`src/rtl/mem_router_if.sv`:
```
// mem_router_if: bundles the master-side request/response bus and the
// shared slave-side bus of mem_router.
//   slave  modport : view taken by the router (accepts master requests,
//                    drives responses and the per-slave request strobes)
//   master modport : view taken by the surrounding system (arbiter output
//                    plus the slave devices)
// Signals:
//   master_valid/instr/addr/wdata/wstrb  request from the arbiter
//   master_rdata/ready/error             response to the arbiter
//   master_busy                          skid buffer occupied
//   overflow                             sticky request-dropped flag
//   slave_valid                          one-hot request strobes
//   slave_instr/addr/wdata/wstrb         shared request fields (rebased addr)
//   slave_rdata/ready                    flattened responses from slaves
interface mem_router_if #(
  parameter int unsigned NUM_SLAVES = 4,
  parameter int unsigned ADDR_WIDTH = 32,
  parameter int unsigned DATA_WIDTH = 32
);
  logic                             master_valid;
  logic                             master_instr;
  logic [ADDR_WIDTH-1:0]            master_addr;
  logic [DATA_WIDTH-1:0]            master_wdata;
  logic [DATA_WIDTH/8-1:0]          master_wstrb;
  logic [DATA_WIDTH-1:0]            master_rdata;
  logic                             master_ready;
  logic                             master_error;
  logic                             master_busy;
  logic                             overflow;
  logic [NUM_SLAVES-1:0]            slave_valid;
  logic                             slave_instr;
  logic [ADDR_WIDTH-1:0]            slave_addr;
  logic [DATA_WIDTH-1:0]            slave_wdata;
  logic [DATA_WIDTH/8-1:0]          slave_wstrb;
  logic [NUM_SLAVES*DATA_WIDTH-1:0] slave_rdata;
  logic [NUM_SLAVES-1:0]            slave_ready;

  modport slave (
    input  master_valid, master_instr, master_addr, master_wdata, master_wstrb,
    output master_rdata, master_ready, master_error, master_busy, overflow,
    output slave_valid, slave_instr, slave_addr, slave_wdata, slave_wstrb,
    input  slave_rdata, slave_ready
  );

  modport master (
    output master_valid, master_instr, master_addr, master_wdata, master_wstrb,
    input  master_rdata, master_ready, master_error, master_busy, overflow,
    input  slave_valid, slave_instr, slave_addr, slave_wdata, slave_wstrb,
    output slave_rdata, slave_ready
  );
endinterface

```
`src/rtl/mem_router.sv`:
```
// mem_router: routes requests from one master port to NUM_SLAVES slaves.
// Each request is decoded against per-slave [base, top) windows (lowest
// index wins), rebased and issued to one slave; a single transaction is
// tracked, only the addressed slave's ready is honoured, and unmapped
// addresses or timeouts produce an error response. A one-entry skid buffer
// absorbs a request arriving while a transaction is in flight.
// Ports:
//   clock, reset  system clock, synchronous active-high reset
//   bus           mem_router_if.slave (master and slave bus signals)
// Optional (macro MEM_ROUTER_STATS_EN):
//   req_count     per-slave issued-request counters, NUM_SLAVES*32 bits
//   err_count     decode errors plus timeouts
//   drop_count    dropped requests
module mem_router #(
  parameter int unsigned                     NUM_SLAVES     = 4,
  parameter int unsigned                     ADDR_WIDTH     = 32,
  parameter int unsigned                     DATA_WIDTH     = 32,
  parameter logic [NUM_SLAVES*ADDR_WIDTH-1:0] SLAVE_BASE    = '0,
  parameter logic [NUM_SLAVES*ADDR_WIDTH-1:0] SLAVE_TOP     = '0,
  parameter int unsigned                     TIMEOUT_CYCLES = 255
) (
  input  logic              clock,
  input  logic              reset,
  mem_router_if.slave       bus
`ifdef MEM_ROUTER_STATS_EN
  ,
  output logic [NUM_SLAVES*32-1:0] req_count,
  output logic [31:0]              err_count,
  output logic [31:0]              drop_count
`endif
);
  localparam int unsigned SW = (NUM_SLAVES > 1) ? $clog2(NUM_SLAVES) : 1;
  localparam int unsigned CW = $clog2(TIMEOUT_CYCLES + 1);
  localparam int unsigned STRB_W = DATA_WIDTH / 8;

  localparam logic [1:0] IDLE = 2'd0;
  localparam logic [1:0] WAIT = 2'd1;
  localparam logic [1:0] ERR  = 2'd2;

  logic [1:0]            state_q, state_d;
  logic [SW-1:0]         sel_q, sel_d;
  logic [CW-1:0]         cnt_q, cnt_d;
  logic                  skid_valid_q, skid_valid_d;
  logic                  skid_instr_q, skid_instr_d;
  logic [ADDR_WIDTH-1:0] skid_addr_q, skid_addr_d;
  logic [DATA_WIDTH-1:0] skid_wdata_q, skid_wdata_d;
  logic [STRB_W-1:0]     skid_wstrb_q, skid_wstrb_d;
  logic                  overflow_q, overflow_d;

  logic                  src_valid, src_instr;
  logic [ADDR_WIDTH-1:0] src_addr;
  logic [DATA_WIDTH-1:0] src_wdata;
  logic [STRB_W-1:0]     src_wstrb;
  logic                  hit;
  logic [SW-1:0]         hit_idx;
  logic [ADDR_WIDTH-1:0] hit_base;
  logic                  issue, decode_err, timeout, drop;

  // Request source: a buffered request always goes before a new one.
  always_comb begin
    src_valid = skid_valid_q | bus.master_valid;
    src_instr = skid_valid_q ? skid_instr_q : bus.master_instr;
    src_addr  = skid_valid_q ? skid_addr_q  : bus.master_addr;
    src_wdata = skid_valid_q ? skid_wdata_q : bus.master_wdata;
    src_wstrb = skid_valid_q ? skid_wstrb_q : bus.master_wstrb;
  end

  // Address decode, lowest matching index takes priority.
  always_comb begin
    hit      = 1'b0;
    hit_idx  = '0;
    hit_base = '0;
    for (int unsigned i = 0; i < NUM_SLAVES; i++) begin
      if (!hit && src_addr >= SLAVE_BASE[i*ADDR_WIDTH +: ADDR_WIDTH]
               && src_addr <  SLAVE_TOP[i*ADDR_WIDTH +: ADDR_WIDTH]) begin
        hit      = 1'b1;
        hit_idx  = SW'(i);
        hit_base = SLAVE_BASE[i*ADDR_WIDTH +: ADDR_WIDTH];
      end
    end
  end

  always_comb begin
    state_d      = state_q;
    sel_d        = sel_q;
    cnt_d        = cnt_q;
    skid_valid_d = skid_valid_q;
    skid_instr_d = skid_instr_q;
    skid_addr_d  = skid_addr_q;
    skid_wdata_d = skid_wdata_q;
    skid_wstrb_d = skid_wstrb_q;
    overflow_d   = overflow_q;
    issue        = 1'b0;
    decode_err   = 1'b0;
    timeout      = 1'b0;
    drop         = 1'b0;

    bus.slave_valid  = '0;
    bus.slave_instr  = src_instr;
    bus.slave_addr   = src_addr - hit_base;
    bus.slave_wdata  = src_wdata;
    bus.slave_wstrb  = src_wstrb;
    bus.master_ready = 1'b0;
    bus.master_error = 1'b0;
    bus.master_rdata = '0;
    bus.master_busy  = skid_valid_q;
    bus.overflow     = overflow_q;

    case (state_q)
      IDLE: begin
        if (src_valid) begin
          if (hit) begin
            bus.slave_valid[hit_idx] = 1'b1;
            sel_d   = hit_idx;
            cnt_d   = '0;
            state_d = WAIT;
            issue   = 1'b1;
          end else begin
            state_d    = ERR;
            decode_err = 1'b1;
          end
          // Buffer drains this cycle; refill it with any new request.
          if (skid_valid_q) begin
            skid_valid_d = bus.master_valid;
            if (bus.master_valid) begin
              skid_instr_d = bus.master_instr;
              skid_addr_d  = bus.master_addr;
              skid_wdata_d = bus.master_wdata;
              skid_wstrb_d = bus.master_wstrb;
            end
          end
        end
      end
      WAIT: begin
        cnt_d = cnt_q + 1'b1;
        if (bus.slave_ready[sel_q]) begin
          bus.master_ready = 1'b1;
          bus.master_rdata = bus.slave_rdata[sel_q*DATA_WIDTH +: DATA_WIDTH];
          state_d          = IDLE;
        end else if (cnt_q == CW'(TIMEOUT_CYCLES - 1)) begin
          // cnt_q counts completed wait cycles, so this is wait cycle TIMEOUT_CYCLES.
          bus.master_ready = 1'b1;
          bus.master_error = 1'b1;
          state_d          = IDLE;
          timeout          = 1'b1;
        end
      end
      ERR: begin
        bus.master_ready = 1'b1;
        bus.master_error = 1'b1;
        state_d          = IDLE;
      end
      default: state_d = IDLE;
    endcase

    if (state_q != IDLE && bus.master_valid) begin
      if (!skid_valid_q) begin
        skid_valid_d = 1'b1;
        skid_instr_d = bus.master_instr;
        skid_addr_d  = bus.master_addr;
        skid_wdata_d = bus.master_wdata;
        skid_wstrb_d = bus.master_wstrb;
      end else begin
        overflow_d = 1'b1;
        drop       = 1'b1;
      end
    end

    // Nothing reaches a slave or the master while reset is held.
    if (reset) begin
      bus.slave_valid  = '0;
      bus.master_ready = 1'b0;
      bus.master_error = 1'b0;
      bus.master_rdata = '0;
    end
  end

  always_ff @(posedge clock) begin
    if (reset) begin
      state_q      <= IDLE;
      sel_q        <= '0;
      cnt_q        <= '0;
      skid_valid_q <= 1'b0;
      skid_instr_q <= 1'b0;
      skid_addr_q  <= '0;
      skid_wdata_q <= '0;
      skid_wstrb_q <= '0;
      overflow_q   <= 1'b0;
    end else begin
      state_q      <= state_d;
      sel_q        <= sel_d;
      cnt_q        <= cnt_d;
      skid_valid_q <= skid_valid_d;
      skid_instr_q <= skid_instr_d;
      skid_addr_q  <= skid_addr_d;
      skid_wdata_q <= skid_wdata_d;
      skid_wstrb_q <= skid_wstrb_d;
      overflow_q   <= overflow_d;
    end
  end

`ifdef MEM_ROUTER_STATS_EN
  logic [31:0] req_count_q [NUM_SLAVES];
  logic [31:0] req_count_d [NUM_SLAVES];
  logic [31:0] err_count_q, err_count_d;
  logic [31:0] drop_count_q, drop_count_d;

  always_comb begin
    for (int unsigned i = 0; i < NUM_SLAVES; i++) begin
      req_count_d[i] = req_count_q[i] + ((issue && hit_idx == SW'(i)) ? 32'd1 : 32'd0);
      req_count[i*32 +: 32] = req_count_q[i];
    end
    err_count_d  = err_count_q + ((decode_err || timeout) ? 32'd1 : 32'd0);
    drop_count_d = drop_count_q + (drop ? 32'd1 : 32'd0);
    err_count    = err_count_q;
    drop_count   = drop_count_q;
  end

  always_ff @(posedge clock) begin
    if (reset) begin
      for (int unsigned i = 0; i < NUM_SLAVES; i++) req_count_q[i] <= '0;
      err_count_q  <= '0;
      drop_count_q <= '0;
    end else begin
      for (int unsigned i = 0; i < NUM_SLAVES; i++) req_count_q[i] <= req_count_d[i];
      err_count_q  <= err_count_d;
      drop_count_q <= drop_count_d;
    end
  end
`endif
endmodule

```
`src/flat_wrapper.sv`:
```
// flat-port wrapper written by rule: the top's interface ports become plain ports
module mem_router_flat 
#(
  parameter int unsigned                     NUM_SLAVES     = 4,
  parameter int unsigned                     ADDR_WIDTH     = 32,
  parameter int unsigned                     DATA_WIDTH     = 32,
  parameter logic [NUM_SLAVES*ADDR_WIDTH-1:0] SLAVE_BASE    = '0,
  parameter logic [NUM_SLAVES*ADDR_WIDTH-1:0] SLAVE_TOP     = '0,
  parameter int unsigned                     TIMEOUT_CYCLES = 255
)
  (clock, reset, bus_master_valid, bus_master_instr, bus_master_addr, bus_master_wdata, bus_master_wstrb, bus_master_rdata, bus_master_ready, bus_master_error, bus_master_busy, bus_overflow, bus_slave_valid, bus_slave_instr, bus_slave_addr, bus_slave_wdata, bus_slave_wstrb, bus_slave_rdata, bus_slave_ready);
  mem_router_if #(.NUM_SLAVES(NUM_SLAVES), .ADDR_WIDTH(ADDR_WIDTH), .DATA_WIDTH(DATA_WIDTH)) bus_i ();
  input  logic clock;
  input  logic reset;
  input wire logic [$bits(bus_i.master_valid)-1:0] bus_master_valid;
  input wire logic [$bits(bus_i.master_instr)-1:0] bus_master_instr;
  input wire logic [$bits(bus_i.master_addr)-1:0] bus_master_addr;
  input wire logic [$bits(bus_i.master_wdata)-1:0] bus_master_wdata;
  input wire logic [$bits(bus_i.master_wstrb)-1:0] bus_master_wstrb;
  output wire logic [$bits(bus_i.master_rdata)-1:0] bus_master_rdata;
  output wire logic [$bits(bus_i.master_ready)-1:0] bus_master_ready;
  output wire logic [$bits(bus_i.master_error)-1:0] bus_master_error;
  output wire logic [$bits(bus_i.master_busy)-1:0] bus_master_busy;
  output wire logic [$bits(bus_i.overflow)-1:0] bus_overflow;
  output wire logic [$bits(bus_i.slave_valid)-1:0] bus_slave_valid;
  output wire logic [$bits(bus_i.slave_instr)-1:0] bus_slave_instr;
  output wire logic [$bits(bus_i.slave_addr)-1:0] bus_slave_addr;
  output wire logic [$bits(bus_i.slave_wdata)-1:0] bus_slave_wdata;
  output wire logic [$bits(bus_i.slave_wstrb)-1:0] bus_slave_wstrb;
  input wire logic [$bits(bus_i.slave_rdata)-1:0] bus_slave_rdata;
  input wire logic [$bits(bus_i.slave_ready)-1:0] bus_slave_ready;
  assign bus_i.master_valid = bus_master_valid;
  assign bus_i.master_instr = bus_master_instr;
  assign bus_i.master_addr = bus_master_addr;
  assign bus_i.master_wdata = bus_master_wdata;
  assign bus_i.master_wstrb = bus_master_wstrb;
  assign bus_master_rdata = bus_i.master_rdata;
  assign bus_master_ready = bus_i.master_ready;
  assign bus_master_error = bus_i.master_error;
  assign bus_master_busy = bus_i.master_busy;
  assign bus_overflow = bus_i.overflow;
  assign bus_slave_valid = bus_i.slave_valid;
  assign bus_slave_instr = bus_i.slave_instr;
  assign bus_slave_addr = bus_i.slave_addr;
  assign bus_slave_wdata = bus_i.slave_wdata;
  assign bus_slave_wstrb = bus_i.slave_wstrb;
  assign bus_i.slave_rdata = bus_slave_rdata;
  assign bus_i.slave_ready = bus_slave_ready;
  mem_router #(.NUM_SLAVES(NUM_SLAVES), .ADDR_WIDTH(ADDR_WIDTH), .DATA_WIDTH(DATA_WIDTH), .SLAVE_BASE(SLAVE_BASE), .SLAVE_TOP(SLAVE_TOP), .TIMEOUT_CYCLES(TIMEOUT_CYCLES)) u_core (.clock(clock), .reset(reset), .bus(bus_i));
endmodule
```
`config.mk`:
```
export PLATFORM = sky130hd
export DESIGN_NAME = mem_router_flat
export DESIGN_NICKNAME = d
export VERILOG_FILES = /design/src/rtl/mem_router_if.sv /design/src/rtl/mem_router.sv /design/src/flat_wrapper.sv
export SDC_FILE = /design/constraint.sdc
export NUM_CORES = 1
export LEC_CHECK = 0
export CORE_AREA = 2 2 121 123
export CTS_CLUSTER_DIAMETER = 40
export DETAILED_ROUTE_END_ITERATION = 10
export DIE_AREA = 0 0 123 125
export GPL_TIMING_DRIVEN = 0
export PLACE_DENSITY = 0.72
export SLEW_MARGIN = 0
export SYNTH_ARGS = -nofsm -noshare
export SYNTH_HDL_FRONTEND = slang
export SYNTH_SLANG_ARGS = --single-unit
```
`constraint.sdc`:
```
create_clock -name clock -period 2.2 [get_ports clock]
set_clock_uncertainty 0.15 [all_clocks]
set_input_delay 0.44 -clock clock [delete_from_list [all_inputs] [get_ports clock]]
set_output_delay 0.44 -clock clock [all_outputs]
set_load 0.02 [all_outputs]
```
==> flow_metrics.tcl, run 1 <==
set metrics [dict create \
    clk_latency_ns 0.33 \
    die_w_um 123 \
    rows 44 \
    antenna-diode-count 0 \
    wl_per_cell_um 15.7 \
    hold_path.class "flop to flop" \
    ys_warn_count 0 \
    fmax_mhz 468 \
    viasPerCell 4.70 \
    wl_met3_um 974 \
    synth_area_leader_cell "dfxtp_1" \
    vias 3840 \
    p_clk_share_pct 37.6 \
    cts_buffers 9 \
    grt_max_degree 20 \
    antenna_found_initial 0 \
    status "completed" \
    leakage_nw 2.32 \
    finalCritPeriodShare_pct 97.0 \
    seqPwrFrac_pct 38.3 \
    combPwrFrac_pct 24.2 \
    switchingPower_mw 1.04 \
    slew_headroom_pct 59.2 \
    slowest_delay_ns 0.38 \
    clockBufferDepth 2 \
    yosysSeqAreaShare_pct 34.8 \
    cp_slowest_cell "dfxtp_4" \
    drive_gt1_share_pct 32.7 \
    start_kind "flop" \
    cap_violations 0 \
    hold_viol 0 \
    reg2reg_depth 5 \
    met2_length_um 5870 \
    synth_top_area_share_pct 34.8 \
    worstMarginPinSlew_ns 0.612 \
    cp.required_ns 1.61 \
    rsz0062_at_grt "false" \
    met1_length_um 5870 \
    place.gp.congestion 0.770 \
    ctsRootBufferMaster "clkbuf_16" \
    drc_errors 0 \
    setup_viol 0 \
    ios 313 \
    yosys_register_bits 72 \
    syn_inst 441 \
    synth_area_um2 4140 \
    dp_hpwl_um 9310 \
    filler_cell_count 1438 \
    h-tree-depth 3 \
    finish.net_count 834 \
    grt_pass1_vias 3806 \
    ant_nets 0 \
    syn_to_final_growth_pct 44.4 \
    setup_tns_ns 0 \
    internal_power_mw 2.62 \
    totalWireLength_um 12900 \
    netSwitchingFraction_pct 28.4 \
    crit_type "flop to output port" \
    die_area_um2 15400 \
    crit_fanout 10 \
    track_usage_pct 16.7 \
    grt_overflow 0 \
    finalInstanceArea_um2 5970 \
    io_buffer_count 143 \
    reg2reg_from "u_core.state_q[1]" \
    finalCriticalPeriod_ns 2.13 \
    worst_setup_path_end_kind "output port" \
    synth.distinct_cells 19 \
    hp-start "u_core.skid_addr_q[17]" \
    worstPathCellList "clkbuf_16 -> buf_12 -> mux2_2 -> buf_2" \
    crit_start "u_core.bus.master_busy" \
    crit_arrival_ns 1.54 \
    irDropWorstVdd_mv 0.274 \
    dr.first_iter.drc_count 218 \
    min_path_cells 2 \
    power_density_nw_per_um2 613 \
    highest-signal-layer "met4" \
    postLayoutCoreUtil_pct 42.1 \
    cts_setup_buffers 0 \
    die_h_um 125 \
    clock_sinks 72 \
    rrSetupSlack_ns 0.19 \
    start_util_pct 29.1 \
    cts_tree "done" \
    netlist_top_cells_area "dfxtp_1, mux2_2, nand4b_1" \
    core_um2 14200 \
    slew_violations 0 \
    path_clk_slew_ns 0.06 \
    dr.pass1.iters 5 \
    avgSynthCellArea_um2 9.38 \
    grt_pass1_wl_um 20100 \
    placed_area_um2 5930 \
]
## cell type report
class | instances | area [um^2] | area share [%]
Buffer | 81 | 548 | 9.17
Clock buffer | 14 | 274 | 4.59
Multi-Input combinational cell | 322 | 2360 | 39.5
Sequential cell | 72 | 1450 | 24.2
Tap cell | 184 | 230 | 3.85
Timing Repair Buffer | 144 | 1120 | 18.7
## sequential cells by signal (all words and copies together), names as in the netlist
| name | flops |
|---|---|
| u_core.bus.master_busy | 1 |
| u_core.skid_instr_q | 1 |
| u_core.state_q | 1 |
| u_core.skid_addr_q | 32 |
| u_core.bus.overflow | 1 |
| u_core.skid_wdata_q | 32 |
| u_core.skid_wstrb_q | 4 |
## cell families after synthesis
family | count (synthesis) | synth area share, %
AO/OA/AOI/OAI | 72 | 8.74
XOR/XNOR | 1 | 0.393
buffers and inverters | 82 | 11.4
flip-flops | 72 | 34.8
multiplexers | 69 | 18.8
other | 1 | 0.0907
AND/OR/NAND/NOR | 144 | 25.7
## final timing paths
check	end
worst min register to register	u_core.skid_addr_q[17]
worst max-delay path	bus_slave_wstrb[0]
worst max register to register	u_core.skid_addr_q[16]
worst min-delay path	u_core.skid_addr_q[17]
## power by group through the flow
stage | clock (mW) | sequential, mW | combinational (mW)
after global routing | 1.45 | 1.41 | 0.953
final | 1.38 | 1.40 | 0.886
after CTS | 1.40 | 1.40 | 0.903
after detailed placement | 0 | 1.43 | 0.954
after floorplan | 0 | 1.42 | 0.537
after global placement | 0 | 1.42 | 0.941
## metrics by stage
step	instances	setup WS, ns	hold WS [ns]	power [mW]
global route	817	0.0165	0.337	3.81
global placement	803	-0.739	0.301	2.37
floorplan	476	0.184	0.289	1.96
detailed placement	803	-0.691	0.307	2.38
finish	817	0.0652	0.315	3.66
CTS	817	-0.145	0.318	3.70
## critical path, delay by kind of cell, from the launching register on
| family | cells | cell delay (ns) |
|---|---|---|
| flip-flops | 1 | 0.38 |
| buffers and inverters | 3 | 0.47 |
| multiplexers | 1 | 0.35 |
## synthesized netlist by cell type
cell type / instances
nor3_1: 1
o21ai_0: 60
nand4b_1: 69
conb_1: 1
nor2_1: 2
and2_1: 1
o21ai_1: 10
nand2b_1: 69
nor2b_1: 1
clkbuf_1: 29
a31oi_1: 1
mux2_2: 69
buf_4: 39
a21oi_1: 1
clkbuf_2: 5
xor2_2: 1
dfxtp_1: 72
buf_2: 9
nand2_1: 1
## routing by layer
metal  GRT usage, %  up-vias
met1           22.0     1791
met4           4.88        0
met5              0        -
met2           26.4      151
li1               -     1889
met3           4.70        9
## cells in the final DEF, fill, tap and decap left out
cell and instances:
clkbuf_2 32, dfxtp_1 71, o21ai_1 10, buf_12 1, mux2_2 69, nand2_1 1, xor2_2 1, buf_6 3
and2_1 1, buf_8 4, nand2b_1 69, nor3_1 1, nor2b_2 1, o21ai_0 60, clkdlybuf4s50_1 72, nand4b_1 69
conb_1 36, clkbuf_16 10, clkbuf_8 3, buf_2 42, dlygate4sd2_1 5, a21oi_1 1, clkbuf_1 27, buf_4 39
a31oi_1 1, nor2_1 2, dfxtp_4 1, clkbuf_4 1
## repair_timing
| item | CTS | global route |
|---|---|---|
| pin swaps | 0 | 0 |
| endpoints found under the setup margin | 71 | 43 |
| gates resized for setup | 210 | 69 |
| gates cloned | 1 | 0 |
| hold buffers | 0 | 0 |
Note: power is estimated with default switching activity, not from simulation.
==> inputs of run 2 (changes only) <==
Settings changed: GPL_ROUTABILITY_DRIVEN set to 0, SKIP_CTS_REPAIR_TIMING set to 1.
==> run 2 against run 1 <==
Against the previous run: setup slack worse by 0.021 ns; final area is 3.9% higher; critical path depth stayed put; maximum frequency is 0.96% lower; sequential power hardly changed; die area stayed put.
==> flow_metrics.tcl, run 2 (synthesis results as in run 1) <==
set metrics [dict create \
    path_clk_slew_ns 0.05 \
    track_usage_pct 16.6 \
    grt_pass1_vias 3855 \
    leakage_nw 2.65 \
    vias 3833 \
    seqPwrFrac_pct 37.9 \
    top_regs "u_core.skid_addr_q: 32 flops, u_core.skid_wdata_q: 32 flops, u_core.skid_wstrb_q: 4 flops" \
    start_util_pct 29.1 \
    grt_pass1_wl_um 20100 \
    layout.cells.non_filler 816 \
    finalInstanceArea_um2 6210 \
    rrSetupSlack_ns 0.27 \
    dp_hpwl_um 9310 \
    fmax_mhz 464 \
    dr.first_iter.drc_count 243 \
    internal_power_mw 2.65 \
    antenna_found_initial 0 \
    drc_errors 0 \
    cap_violations 0 \
    rsz0062_at_grt "true" \
    cts_buffers 9 \
    worst_setup_path_end_kind "output port" \
    ctsRootBufferMaster "clkbuf_16" \
    p_clk_share_pct 37.3 \
    h-tree-depth 3 \
    grt_overflow 0 \
    die_h_um 125 \
    combPwrFrac_pct 24.8 \
    ios 313 \
    start_kind "flop" \
    grt_max_degree 11 \
    wl_per_cell_um 15.8 \
    core_um2 14200 \
    hold_viol 0 \
    placed_area_um2 5930 \
    final_cell_mix "clkdlybuf4s50_1, dfxtp_1, mux2_2, nand2b_1, nand4b_1" \
    setup_viol 0 \
    drive_gt1_share_pct 27.8 \
    finalCriticalPeriod_ns 2.16 \
    cts_tree "done" \
    final_common_cell "clkdlybuf4s50_1" \
    status "completed" \
    rows 44 \
    ant_nets 0 \
    die_w_um 123 \
    clockBufferDepth 2 \
    place_inst 803 \
    filler_cell_count 1411 \
    slew_headroom_pct 60.0 \
    syn_to_final_growth_pct 50.1 \
    clk_latency_ns 0.33 \
    cp.required_ns 1.61 \
    viasPerCell 4.70 \
    dr.pass1.iters 4 \
    crit_arrival_ns 1.57 \
    crit_fanout 10 \
    switchingPower_mw 1.05 \
    totalWireLength_um 12900 \
    netSwitchingFraction_pct 28.3 \
    worstMarginPinSlew_ns 0.600 \
    power_density_nw_per_um2 596 \
    finish.net_count 833 \
    clock_sinks 72 \
    antenna-diode-count 0 \
    hold_path.class "flop to flop" \
    io_buffer_count 143 \
    slew_violations 0 \
    crit_type "flop to output port" \
    die_area_um2 15400 \
    irDropWorstVdd_mv 0.280 \
    finalCritPeriodShare_pct 98.0 \
]
## run 2: cell count changes in the layout (fill, tap and decap cells not counted), sizes merged
cell / before / now
buf: 89 / 50
dlymetal6s2s: 0 / 35
clkbuf: 73 / 80
dlygate4sd2: 5 / 0
clkdlybuf4s50: 72 / 73
## run 2: final cells by class
type | count | area (um^2) | share of cell area (%)
Clock buffer | 14 | 274 | 4.41
Buffer | 81 | 558 | 8.99
Multi-Input combinational cell | 322 | 2360 | 38.0
Sequential cell | 72 | 1450 | 23.3
Timing Repair Buffer | 143 | 1340 | 21.6
Tap cell | 184 | 230 | 3.71
## run 2: path summary, 6_finish.rpt
check / end / from / cells after the start
worst min-delay path: u_core.skid_addr_q[21] / u_core.skid_addr_q[21] / 2
worst min register to register: u_core.skid_addr_q[21] / u_core.skid_addr_q[21] / 2
worst max-delay path: bus_slave_wdata[19] / u_core.bus.master_busy / 4
worst max register to register: u_core.skid_addr_q[16] / u_core.state_q[1] / 5
## run 2: power by group through the flow
stage / clock (mW) / sequential (mW) / combinational [mW]
CTS: 1.40 / 1.40 / 0.963
floorplan: 0 / 1.42 / 0.537
global route: 1.45 / 1.41 / 0.985
detailed placement: 0 / 1.43 / 0.954
finish: 1.38 / 1.40 / 0.918
global placement: 0 / 1.42 / 0.941
## run 2: metrics by stage
stage                     utilization, %  hold WS [ns]  TNS, ns  power [mW]  setup slack [ns]
final                               43.7         0.318        0        3.70            0.0444
after detailed placement            41.7         0.307   -50.32        2.38            -0.691
after global placement              41.7         0.301   -49.66        2.37            -0.739
after floorplan                        -         0.289        0        1.96             0.184
after CTS                           43.7         0.318   -66.87        3.76             -1.06
after global routing                43.7         0.338  -0.0128        3.84          -0.00696
## run 2: per-layer routing
layer / global-route usage [%] / wire [um]
met1: 21.9 / 5800
met2: 26.4 / 5890
met3: 4.84 / 1030
met4: 4.88 / 166
met5: 0 / 0
## run 2: worst max-delay path, cell delays in order, from the launching register on
cell and delay [ns]:
dfxtp_4 0.37, buf_12 0.17, buf_6 0.17, mux2_2 0.35, clkbuf_2 0.17
